[config.mk]
export PLATFORM = sky130hd
export DESIGN_NAME = rmii_tx_scheduler
export DESIGN_NICKNAME = d
export VERILOG_FILES = /design/src/rtl/rmii_tx_scheduler.sv
export SDC_FILE = /design/constraint.sdc
export NUM_CORES = 1
export LEC_CHECK = 0
export ABC_AREA = 1
export CAP_MARGIN = 15
export CORE_MARGIN = 5
export CORE_UTILIZATION = 25
export DETAILED_ROUTE_END_ITERATION = 10
export PLACE_DENSITY_LB_ADDON = 0.05
export SYNTH_ARGS = -nofsm -noshare
export SYNTH_HDL_FRONTEND = slang
export SYNTH_SLANG_ARGS = --single-unit
[constraint.sdc]
create_clock -name sysclk -period 4.15 [get_ports sysclk]
set_input_delay 0.6225 -clock sysclk [delete_from_list [all_inputs] [get_ports sysclk]]
set_output_delay 0.6225 -clock sysclk [all_outputs]
set_load 0.1 [all_outputs]
[src/rtl/rmii_tx_scheduler.sv]
// rmii_tx_scheduler
//   Shares one RMII TX channel between NUM_REQ frame sources. Round-robin
//   arbitration, preamble/SFD generation, byte-to-dibit serialisation (LSB pair
//   first) and inter-packet gap. One dibit per sysclk.
//   Optional feature: define RMII_TX_CRC_EN to append a 32-bit FCS (CRC-32,
//   reflected, init all-ones, final invert) after the last payload byte.
module rmii_tx_scheduler #(
    parameter int NUM_REQ    = 2,
    parameter int IPG_DIBITS = 48
) (
    input  logic                   sysclk,
    input  logic                   reset_n,
    input  logic [NUM_REQ-1:0]     req,
    input  logic [8*NUM_REQ-1:0]   tx_byte,
    input  logic [NUM_REQ-1:0]     tx_valid,
    input  logic [NUM_REQ-1:0]     tx_last,
    output logic [NUM_REQ-1:0]     tx_ready,
    output logic [NUM_REQ-1:0]     grant,
    output logic [1:0]             ctrl_tx_data,
    output logic                   ctrl_tx_en,
    output logic                   busy,
    output logic                   underrun
);

    localparam int              PW       = (NUM_REQ > 1) ? $clog2(NUM_REQ) : 1;
    localparam int              IW       = $clog2(IPG_DIBITS + 1);
    localparam logic [IW-1:0]   IPG_LAST = IW'(IPG_DIBITS - 1);
    localparam logic [PW-1:0]   IDX_MAX  = PW'(NUM_REQ - 1);

    typedef enum logic [2:0] {
        ST_IDLE = 3'd0,
        ST_PRE  = 3'd1,
        ST_DATA = 3'd2,
        ST_FCS  = 3'd3,
        ST_IPG  = 3'd4
    } state_t;

`ifdef RMII_TX_CRC_EN
    // Reflected CRC-32 update over one byte, bit 0 first (wire order).
    function automatic logic [31:0] crc32_byte(input logic [31:0] crc_in,
                                               input logic [7:0]  data);
        logic [31:0] c;
        c = crc_in;
        for (int k = 0; k < 8; k++) begin
            c = (c[0] ^ data[k]) ? ((c >> 1) ^ 32'hEDB8_8320) : (c >> 1);
        end
        return c;
    endfunction
`endif

    // ------------------------------------------------------------------
    // Registers
    // ------------------------------------------------------------------
    state_t               r_state;
    logic [NUM_REQ-1:0]   r_grant;
    logic [PW-1:0]        r_gidx;
    logic [PW-1:0]        r_ptr;
    logic [4:0]           r_pre_cnt;
    logic [1:0]           r_dib_cnt;
    logic [IW-1:0]        r_ipg_cnt;
    logic [7:0]           r_shift;
    logic                 r_last;
    logic [1:0]           r_tx_data;
    logic                 r_tx_en;
`ifdef RMII_TX_CRC_EN
    logic [31:0]          r_crc;
    logic [31:0]          r_fcs;
    logic [3:0]           r_fcs_cnt;
`endif

    // ------------------------------------------------------------------
    // Combinational signals
    // ------------------------------------------------------------------
    state_t               w_state_nxt;
    logic [NUM_REQ-1:0]   w_grant_nxt;
    logic [PW-1:0]        w_gidx_nxt;
    logic [PW-1:0]        w_ptr_nxt;
    logic [4:0]           w_pre_cnt_nxt;
    logic [1:0]           w_dib_cnt_nxt;
    logic [IW-1:0]        w_ipg_cnt_nxt;
    logic [7:0]           w_shift_nxt;
    logic                 w_last_nxt;
    logic [1:0]           w_tx_data_nxt;
    logic                 w_tx_en_nxt;
`ifdef RMII_TX_CRC_EN
    logic [31:0]          w_crc_nxt;
    logic [31:0]          w_fcs_nxt;
    logic [3:0]           w_fcs_cnt_nxt;
`endif

    logic                 w_found_hi;
    logic                 w_found_lo;
    logic [PW-1:0]        w_idx_hi;
    logic [PW-1:0]        w_idx_lo;
    logic [PW-1:0]        w_sel;
    logic [PW-1:0]        w_sel_inc;
    logic [7:0]           w_byte;
    logic                 w_vld;
    logic                 w_lst;
    logic                 w_fetch;
    logic                 w_xfer;
    logic                 w_starve;
    logic                 w_ipg_end;

    // Round-robin pick: first requester at or above the pointer, else the lowest one.
    always_comb begin
        w_found_hi = 1'b0;
        w_found_lo = 1'b0;
        w_idx_hi   = {PW{1'b0}};
        w_idx_lo   = {PW{1'b0}};
        for (int i = 0; i < NUM_REQ; i++) begin
            w_idx_hi   = (req[i] && !w_found_hi && (PW'(i) >= r_ptr)) ? PW'(i) : w_idx_hi;
            w_found_hi = w_found_hi | (req[i] && (PW'(i) >= r_ptr));
            w_idx_lo   = (req[i] && !w_found_lo) ? PW'(i) : w_idx_lo;
            w_found_lo = w_found_lo | req[i];
        end
        w_sel     = w_found_hi ? w_idx_hi : w_idx_lo;
        w_sel_inc = (w_sel == IDX_MAX) ? {PW{1'b0}} : (w_sel + PW'(1));
    end

    // Select the byte stream of the granted source.
    always_comb begin
        w_byte = 8'h00;
        w_vld  = 1'b0;
        w_lst  = 1'b0;
        for (int i = 0; i < NUM_REQ; i++) begin
            w_byte = (r_gidx == PW'(i)) ? tx_byte[8*i +: 8] : w_byte;
            w_vld  = (r_gidx == PW'(i)) ? tx_valid[i]       : w_vld;
            w_lst  = (r_gidx == PW'(i)) ? tx_last[i]        : w_lst;
        end
    end

    // Byte request points: SFD dibit on the wire, or dibit 3 of a non-last byte.
    always_comb begin
        w_fetch   = ((r_state == ST_PRE) && r_tx_en && (r_pre_cnt == 5'd31)) ||
                    ((r_state == ST_DATA) && (r_dib_cnt == 2'd3) && !r_last);
        w_xfer    = w_fetch && w_vld;
        w_starve  = w_fetch && !w_vld;
        w_ipg_end = (r_state == ST_IPG) && (r_ipg_cnt == IPG_LAST);
    end

    // FSM state register.
    always_ff @(posedge sysclk or negedge reset_n) begin
        if (!reset_n) begin
            r_state <= ST_IDLE;
        end else begin
            r_state <= w_state_nxt;
        end
    end

    // FSM next-state decode.
    always_comb begin
        w_state_nxt = r_state;
        case (r_state)
            ST_IDLE: begin
                w_state_nxt = (|req) ? ST_PRE : ST_IDLE;
            end
            ST_PRE: begin
                if (w_xfer) begin
                    w_state_nxt = ST_DATA;
                end else if (w_starve) begin
                    w_state_nxt = ST_IPG;
                end else begin
                    w_state_nxt = ST_PRE;
                end
            end
            ST_DATA: begin
                if (w_xfer) begin
                    w_state_nxt = ST_DATA;
                end else if (w_starve) begin
                    w_state_nxt = ST_IPG;
                end else if ((r_dib_cnt == 2'd3) && r_last) begin
`ifdef RMII_TX_CRC_EN
                    w_state_nxt = ST_FCS;
`else
                    w_state_nxt = ST_IPG;
`endif
                end else begin
                    w_state_nxt = ST_DATA;
                end
            end
            ST_FCS: begin
`ifdef RMII_TX_CRC_EN
                w_state_nxt = (r_fcs_cnt == 4'd15) ? ST_IPG : ST_FCS;
`else
                w_state_nxt = ST_IPG;
`endif
            end
            ST_IPG: begin
                w_state_nxt = w_ipg_end ? ST_IDLE : ST_IPG;
            end
            default: begin
                w_state_nxt = ST_IDLE;
            end
        endcase
    end

    // FSM output/datapath decode: next values of the registered wire outputs and counters.
    always_comb begin
        w_grant_nxt   = r_grant;
        w_gidx_nxt    = r_gidx;
        w_ptr_nxt     = r_ptr;
        w_pre_cnt_nxt = r_pre_cnt;
        w_dib_cnt_nxt = r_dib_cnt;
        w_ipg_cnt_nxt = r_ipg_cnt;
        w_shift_nxt   = r_shift;
        w_last_nxt    = r_last;
        w_tx_en_nxt   = 1'b0;
        w_tx_data_nxt = 2'b00;
`ifdef RMII_TX_CRC_EN
        w_crc_nxt     = r_crc;
        w_fcs_nxt     = r_fcs;
        w_fcs_cnt_nxt = r_fcs_cnt;
`endif
        case (r_state)
            ST_IDLE: begin
                if (|req) begin
                    w_grant_nxt   = NUM_REQ'(1) << w_sel;
                    w_gidx_nxt    = w_sel;
                    w_ptr_nxt     = w_sel_inc;
                    w_pre_cnt_nxt = 5'd0;
`ifdef RMII_TX_CRC_EN
                    w_crc_nxt     = 32'hFFFF_FFFF;
`endif
                end else begin
                    w_grant_nxt   = {NUM_REQ{1'b0}};
                end
            end
            ST_PRE: begin
                if (!r_tx_en) begin
                    // grant cycle: first preamble dibit goes out next
                    w_tx_en_nxt   = 1'b1;
                    w_tx_data_nxt = 2'b01;
                    w_pre_cnt_nxt = 5'd0;
                end else if (r_pre_cnt != 5'd31) begin
                    w_tx_en_nxt   = 1'b1;
                    w_tx_data_nxt = (r_pre_cnt == 5'd30) ? 2'b11 : 2'b01;
                    w_pre_cnt_nxt = r_pre_cnt + 5'd1;
                end else if (w_xfer) begin
                    w_tx_en_nxt   = 1'b1;
                    w_tx_data_nxt = w_byte[1:0];
                    w_shift_nxt   = {2'b00, w_byte[7:2]};
                    w_dib_cnt_nxt = 2'd0;
                    w_last_nxt    = w_lst;
`ifdef RMII_TX_CRC_EN
                    w_crc_nxt     = crc32_byte(r_crc, w_byte);
`endif
                end else begin
                    w_ipg_cnt_nxt = {IW{1'b0}};
                end
            end
            ST_DATA: begin
                if (r_dib_cnt != 2'd3) begin
                    w_tx_en_nxt   = 1'b1;
                    w_tx_data_nxt = r_shift[1:0];
                    w_shift_nxt   = {2'b00, r_shift[7:2]};
                    w_dib_cnt_nxt = r_dib_cnt + 2'd1;
                end else if (r_last) begin
`ifdef RMII_TX_CRC_EN
                    w_tx_en_nxt   = 1'b1;
                    w_tx_data_nxt = ~r_crc[1:0];
                    w_fcs_nxt     = {2'b00, ~r_crc[31:2]};
                    w_fcs_cnt_nxt = 4'd0;
`else
                    w_ipg_cnt_nxt = {IW{1'b0}};
`endif
                end else if (w_xfer) begin
                    w_tx_en_nxt   = 1'b1;
                    w_tx_data_nxt = w_byte[1:0];
                    w_shift_nxt   = {2'b00, w_byte[7:2]};
                    w_dib_cnt_nxt = 2'd0;
                    w_last_nxt    = w_lst;
`ifdef RMII_TX_CRC_EN
                    w_crc_nxt     = crc32_byte(r_crc, w_byte);
`endif
                end else begin
                    // starved: truncate, no FCS
                    w_ipg_cnt_nxt = {IW{1'b0}};
                end
            end
            ST_FCS: begin
`ifdef RMII_TX_CRC_EN
                if (r_fcs_cnt != 4'd15) begin
                    w_tx_en_nxt   = 1'b1;
                    w_tx_data_nxt = r_fcs[1:0];
                    w_fcs_nxt     = {2'b00, r_fcs[31:2]};
                    w_fcs_cnt_nxt = r_fcs_cnt + 4'd1;
                end else begin
                    w_ipg_cnt_nxt = {IW{1'b0}};
                end
`else
                w_ipg_cnt_nxt = {IW{1'b0}};
`endif
            end
            ST_IPG: begin
                if (w_ipg_end) begin
                    w_grant_nxt   = {NUM_REQ{1'b0}};
                end else begin
                    w_ipg_cnt_nxt = r_ipg_cnt + IW'(1);
                end
            end
            default: begin
                w_grant_nxt = {NUM_REQ{1'b0}};
            end
        endcase
    end

    // Datapath registers; reset clears the wire immediately (no partial tail).
    always_ff @(posedge sysclk or negedge reset_n) begin
        if (!reset_n) begin
            r_grant   <= {NUM_REQ{1'b0}};
            r_gidx    <= {PW{1'b0}};
            r_ptr     <= {PW{1'b0}};
            r_pre_cnt <= 5'd0;
            r_dib_cnt <= 2'd0;
            r_ipg_cnt <= {IW{1'b0}};
            r_shift   <= 8'h00;
            r_last    <= 1'b0;
            r_tx_data <= 2'b00;
            r_tx_en   <= 1'b0;
`ifdef RMII_TX_CRC_EN
            r_crc     <= 32'h0000_0000;
            r_fcs     <= 32'h0000_0000;
            r_fcs_cnt <= 4'd0;
`endif
        end else begin
            r_grant   <= w_grant_nxt;
            r_gidx    <= w_gidx_nxt;
            r_ptr     <= w_ptr_nxt;
            r_pre_cnt <= w_pre_cnt_nxt;
            r_dib_cnt <= w_dib_cnt_nxt;
            r_ipg_cnt <= w_ipg_cnt_nxt;
            r_shift   <= w_shift_nxt;
            r_last    <= w_last_nxt;
            r_tx_data <= w_tx_data_nxt;
            r_tx_en   <= w_tx_en_nxt;
`ifdef RMII_TX_CRC_EN
            r_crc     <= w_crc_nxt;
            r_fcs     <= w_fcs_nxt;
            r_fcs_cnt <= w_fcs_cnt_nxt;
`endif
        end
    end

    assign grant        = r_grant;
    assign ctrl_tx_data = r_tx_data;
    assign ctrl_tx_en   = r_tx_en;
    assign busy         = (r_state != ST_IDLE);
    assign underrun     = w_starve;
    assign tx_ready     = r_grant & {NUM_REQ{w_fetch}};

endmodule
After elaboration in Yosys (flattened, before gate mapping)
Index checks and enable logic that the tools add are counted.
{ "totals": {"regBits": 32, "latchBits": 0, "mem_bits_rw": 0, "mem_bits_ro": 0, "input_bits": 24, "elab_cells": 132, "n_memories": 0} }
{ "op_classes": {"addsub": 4, "multipliers": 0, "n_div": 0, "n_lt_le_gt_ge": 2, "n_eq_ne": 19, "n_shift": 1, "n_mux": 61, "bitwise_logic": 3, "reduce_logical": 31} }
{ "ops": {"columns": ["operator", "n"], "rows": [
  ["$mux W8", 6],
  ["$mux W6", 6],
  ["$mux W2", 13],
  ["$pmux W6 S4", 1],
  ["$mux W1", 18],
  ["$mux W3", 6],
  ["$ne A2 B2 Y1 const B", 8],
  ["$pmux W8 S2", 1],
  ["$mux W5", 3],
  ["$pmux W3 S5", 1],
  ["$logic_and A1 B1 Y1", 13],
  ["$eq A5 B5 Y1 const B", 2],
  ["$pmux W5 S2", 1],
  ["$reduce_and A5 Y1", 2],
  ["$pmux W2 S2", 2],
  ["$add A6 B1 Y6 const B", 1],
  ["$eq A3 B2 Y1 const B", 2],
  ["$eq A6 B6 Y1 const B", 1],
  ["$ne A3 B2 Y1 const B", 2],
  ["$pmux W2 S3", 1],
  ["$add A5 B1 Y5 const B", 1],
  ["$ne A5 B5 Y1 const B", 1],
  ["$logic_not A1 Y1", 4],
  ["$pmux W1 S2", 2],
  ["other kinds (20)", 23]
]} }

Logic depth before layout (Yosys ltp)
{ "logic_depth": {"ltp_word": 10, "ltp_mapped": 11, "depth_no_buf": 11} }

Worst setup path before layout
Ideal clock, no wire load.
{ "synth_path": {"path_kind": "reg2out", "start": "register r_tx_en (netlist: ctrl_tx_en)", "end": "output tx_ready[0]", "t_arrival_ps": 2589, "slack_ps": 938, "path_stages_with_launch": 5, "path_cell_list": "dfrtp_1 nand4_1 nand2_2 inv_1 nor2_1"} }
{ "synth_via": {"elab_chain_cells": 4} }
{ "synth_lines": {"columns": ["element", "line", "text"], "rows": [
  ["start, declared", "64", "logic r_tx_en;"],
  ["start signal, assigned", "336", "r_tx_en <= w_tx_en_nxt;"],
  ["$logic_and A1 B1 Y1 (2 in series)", "135", "w_fetch = ((r_state == ST_PRE) && r_tx_en && (r_pre_cnt == 5'd31)) ||"],
  ["$logic_or A1 B1 Y1", "135", null],
  ["$and A2 B2 Y2", "350", "assign tx_ready = r_grant & {NUM_REQ{w_fetch}};"],
  ["end, declared", "17", "output logic [NUM_REQ-1:0] tx_ready,"]
]} }
Every way passes these cells.

Worst setup path in the final report
{ "layout_path": {"start": "register r_state[2]", "end": "output busy"} }
{ "layout_via": {"elab_chain_cells": 1} }
{ "layout_lines": {"columns": ["element", "line", "text"], "rows": [
  ["start, declared", "54", "state_t r_state;"],
  ["start signal, assigned", "147", "r_state <= w_state_nxt;"],
  ["$reduce_bool A3 Y1", "348", "assign busy = (r_state != ST_IDLE);"],
  ["end, declared", "21", "output logic busy,"]
]} }
Every way passes these cells.

==> out/qor.csv <==
metric;value;unit
cp.required;3.53;ns
timing.final.setup_violations;0;
synth_area;0.001738;sq mm
peakVddDrop;0.1275;mV
drtPass1Iterations;4;
hold_class;flip-flop to flip-flop;
postPlaceCellArea;0.002155;sq mm
antenna_found_initial;0;
outcome;finished clean;
fin_nets;288;
drv_slew;0;
grtUsageTotal;0.1070;
syn-num-nets;251;
p_seq_frac;0.335;
swShare;0.4541;
rows;30;
ys_ff_latch;32;
area_growth;30.17;%
reg2regPathDepth;11;
chipHeight;93.38;um
drtIter0Drc;35;
initial_core_util;0.2558;
hpwlAfterDp;3.112;mm
clkTransAtPathRegs;0.07;ns
ys.flop_type;dfrtp_1;
setup_tns;0;ns
path_class;flip-flop to output port;
grt_pass1_wl;7.189;mm
start_kind;flip-flop;
htree_levels;2;
p_leak;1.073;nW
numPortBuffers;32;
grt.overflow.total;0;
dieWidth;93.38;um
async_flop_share;1.000;
hold_path_depth;2;
seq_area_frac_synth;0.4608;
cts_buffers;5;
finalCritPeriodShare;0.6550;
place_congestion;0.7135;
yosys-top-cells-count;nand2_1, nor2_1, dfrtp_1;
clkPwrFrac;0.232;
final_antenna_net_count;0;
hold_buffers;0;
final_area;0.002262;sq mm
syn_inst;222;
holdWs;0.4766;ns
drc_errors;0;
ios;33;
wl_per_cell;11.74;um
insertion_delay;0.28;ns
max-slew-margin-rel;0.3391;
netlist.area_leader.share;0.4608;
drive_above_1_share;0.1192;
cts_tree;yes;
p_switching;0.5849;mW
yosysTopAreaCell;dfrtp_1;
avgSynthCellArea;7.828;sq um
crit-reg2reg-launch;r_pre_cnt[1];
via_per_inst;4.171;
clk_path_buf_depth;2;
core;0.006794;sq mm
grt_pass1_vias;1531;
yosysWarnings;0;
grt_max_degree;33;
diodes;0;
cts_root_buffer;clkbuf_8;
comb_power_share;0.433;
cp_data_arrival_time;2.10;ns
finalHoldViolations;0;
synth.distinct_cells;31;
period_needed;2.718;ns
synth_enable_flop_cells;0;
worstHoldStart;r_ipg_cnt[5];
postCtsSetupBuffers;0;
crit_start;r_state[2];
dieArea;0.008719;sq mm
worstMarginPinSlew;0.9883;ns
routed_wl;4.180;mm
p_int;0.7032;mW
fmax;367.9;MHz
n_fill_cell;752;
maxCapViolations;0;
rsz0062_at_grt;false;
synth_area_leaders;dfrtp_1, nand2_1, nor2_1;
cts.sinks;32;
crit_fanout;5;
end_kind;output port;
yosysMostFrequentCell;nand2_1;
vias;1485;
ctsResizeCount;0;
clock_skew;0.004603;ns
power_per_cell_area;569.4;mW/mm^2
## kinds of logic after synthesis
kind of cell / count (synthesis) / share of synthesized area
simple gates: 126 / 0.3276
flops: 32 / 0.4608
buf+inv: 30 / 0.07199
compound gates: 27 / 0.09359
fa+ha+maj: 5 / 0.03600
xor+xnor: 2 / 0.01008
## registers in the layout (all words and copies together) (netlist names)
name	cells
ctrl_tx_data	2
ctrl_tx_en	1
grant	2
r_dib_cnt	2
r_gidx	1
r_ipg_cnt	6
r_last	1
r_pre_cnt	5
r_ptr	1
r_shift	8
r_state	3
## through the flow
step,utilization,power (mW),setup slack [ns],instances
3_5_place_dp,0.3171,1.006,1.734,348
3_3_place_gp,0.3171,1.012,1.749,348
4_1_cts,0.3330,1.314,1.409,356
5_1_grt,0.3330,1.390,1.315,356
6_report,0.3330,1.288,1.432,356
2_1_floorplan,-,0.8418,0.9382,222
## power groups by stage
stage	Combinational, mW	Clock (mW)	Sequential [mW]
after floorplan	0.307	0	0.534
after global placement	0.573	0	0.438
after detailed placement	0.566	0	0.439
after CTS	0.569	0.312	0.433
after global routing	0.622	0.327	0.442
final	0.557	0.299	0.432
## cell usage in the layout, fill, tap and decap left out, types with 5 or more instances in the layout
master,instances
o21ai_0,8
nor2_1,35
a21oi_1,5
inv_2,6
inv_1,20
nand3_1,15
dfrtp_1,32
ha_1,5
clkdlybuf4s50_1,29
clkbuf_8,5
nand2_1,56
## cell type report
type	instances	area (sq um)	area share
clock buffers	6	72.57	0.03208
clock inverters	2	35.03	0.01549
inverters	27	101.3	0.04480
multi-input cells	160	812.0	0.3590
flip-flops and latches	32	800.8	0.3540
well taps	96	120.1	0.05310
repair buffers	33	320.3	0.1416
## worst max-delay path, cell delays in order, from the launching register on
cell,delay (ns)
dfrtp_1,0.46
inv_1,0.10
nand2_1,0.11
clkdlybuf4s50_1,1.14
## per-layer routing
metal  GRT usage  part of all wire  wire length (um)
met5           0                 0                 0
met2      0.1775              0.48              1997
met4     0.02930             0.012                52
met3     0.03540             0.040               167
met1      0.1323              0.47              1963
## final timing paths
check / endpoint / slack, ns
worst max-delay path: busy / 1.43
worst min-delay path: r_ipg_cnt[5] / 0.48
worst max register to register: r_ipg_cnt[0] / 2.26
worst min register to register: r_ipg_cnt[5] / 0.48
max in group asynchronous: r_shift[2] / 3.09
min in group asynchronous: grant[0] / 0.74
(Power assumes the default switching activity.)
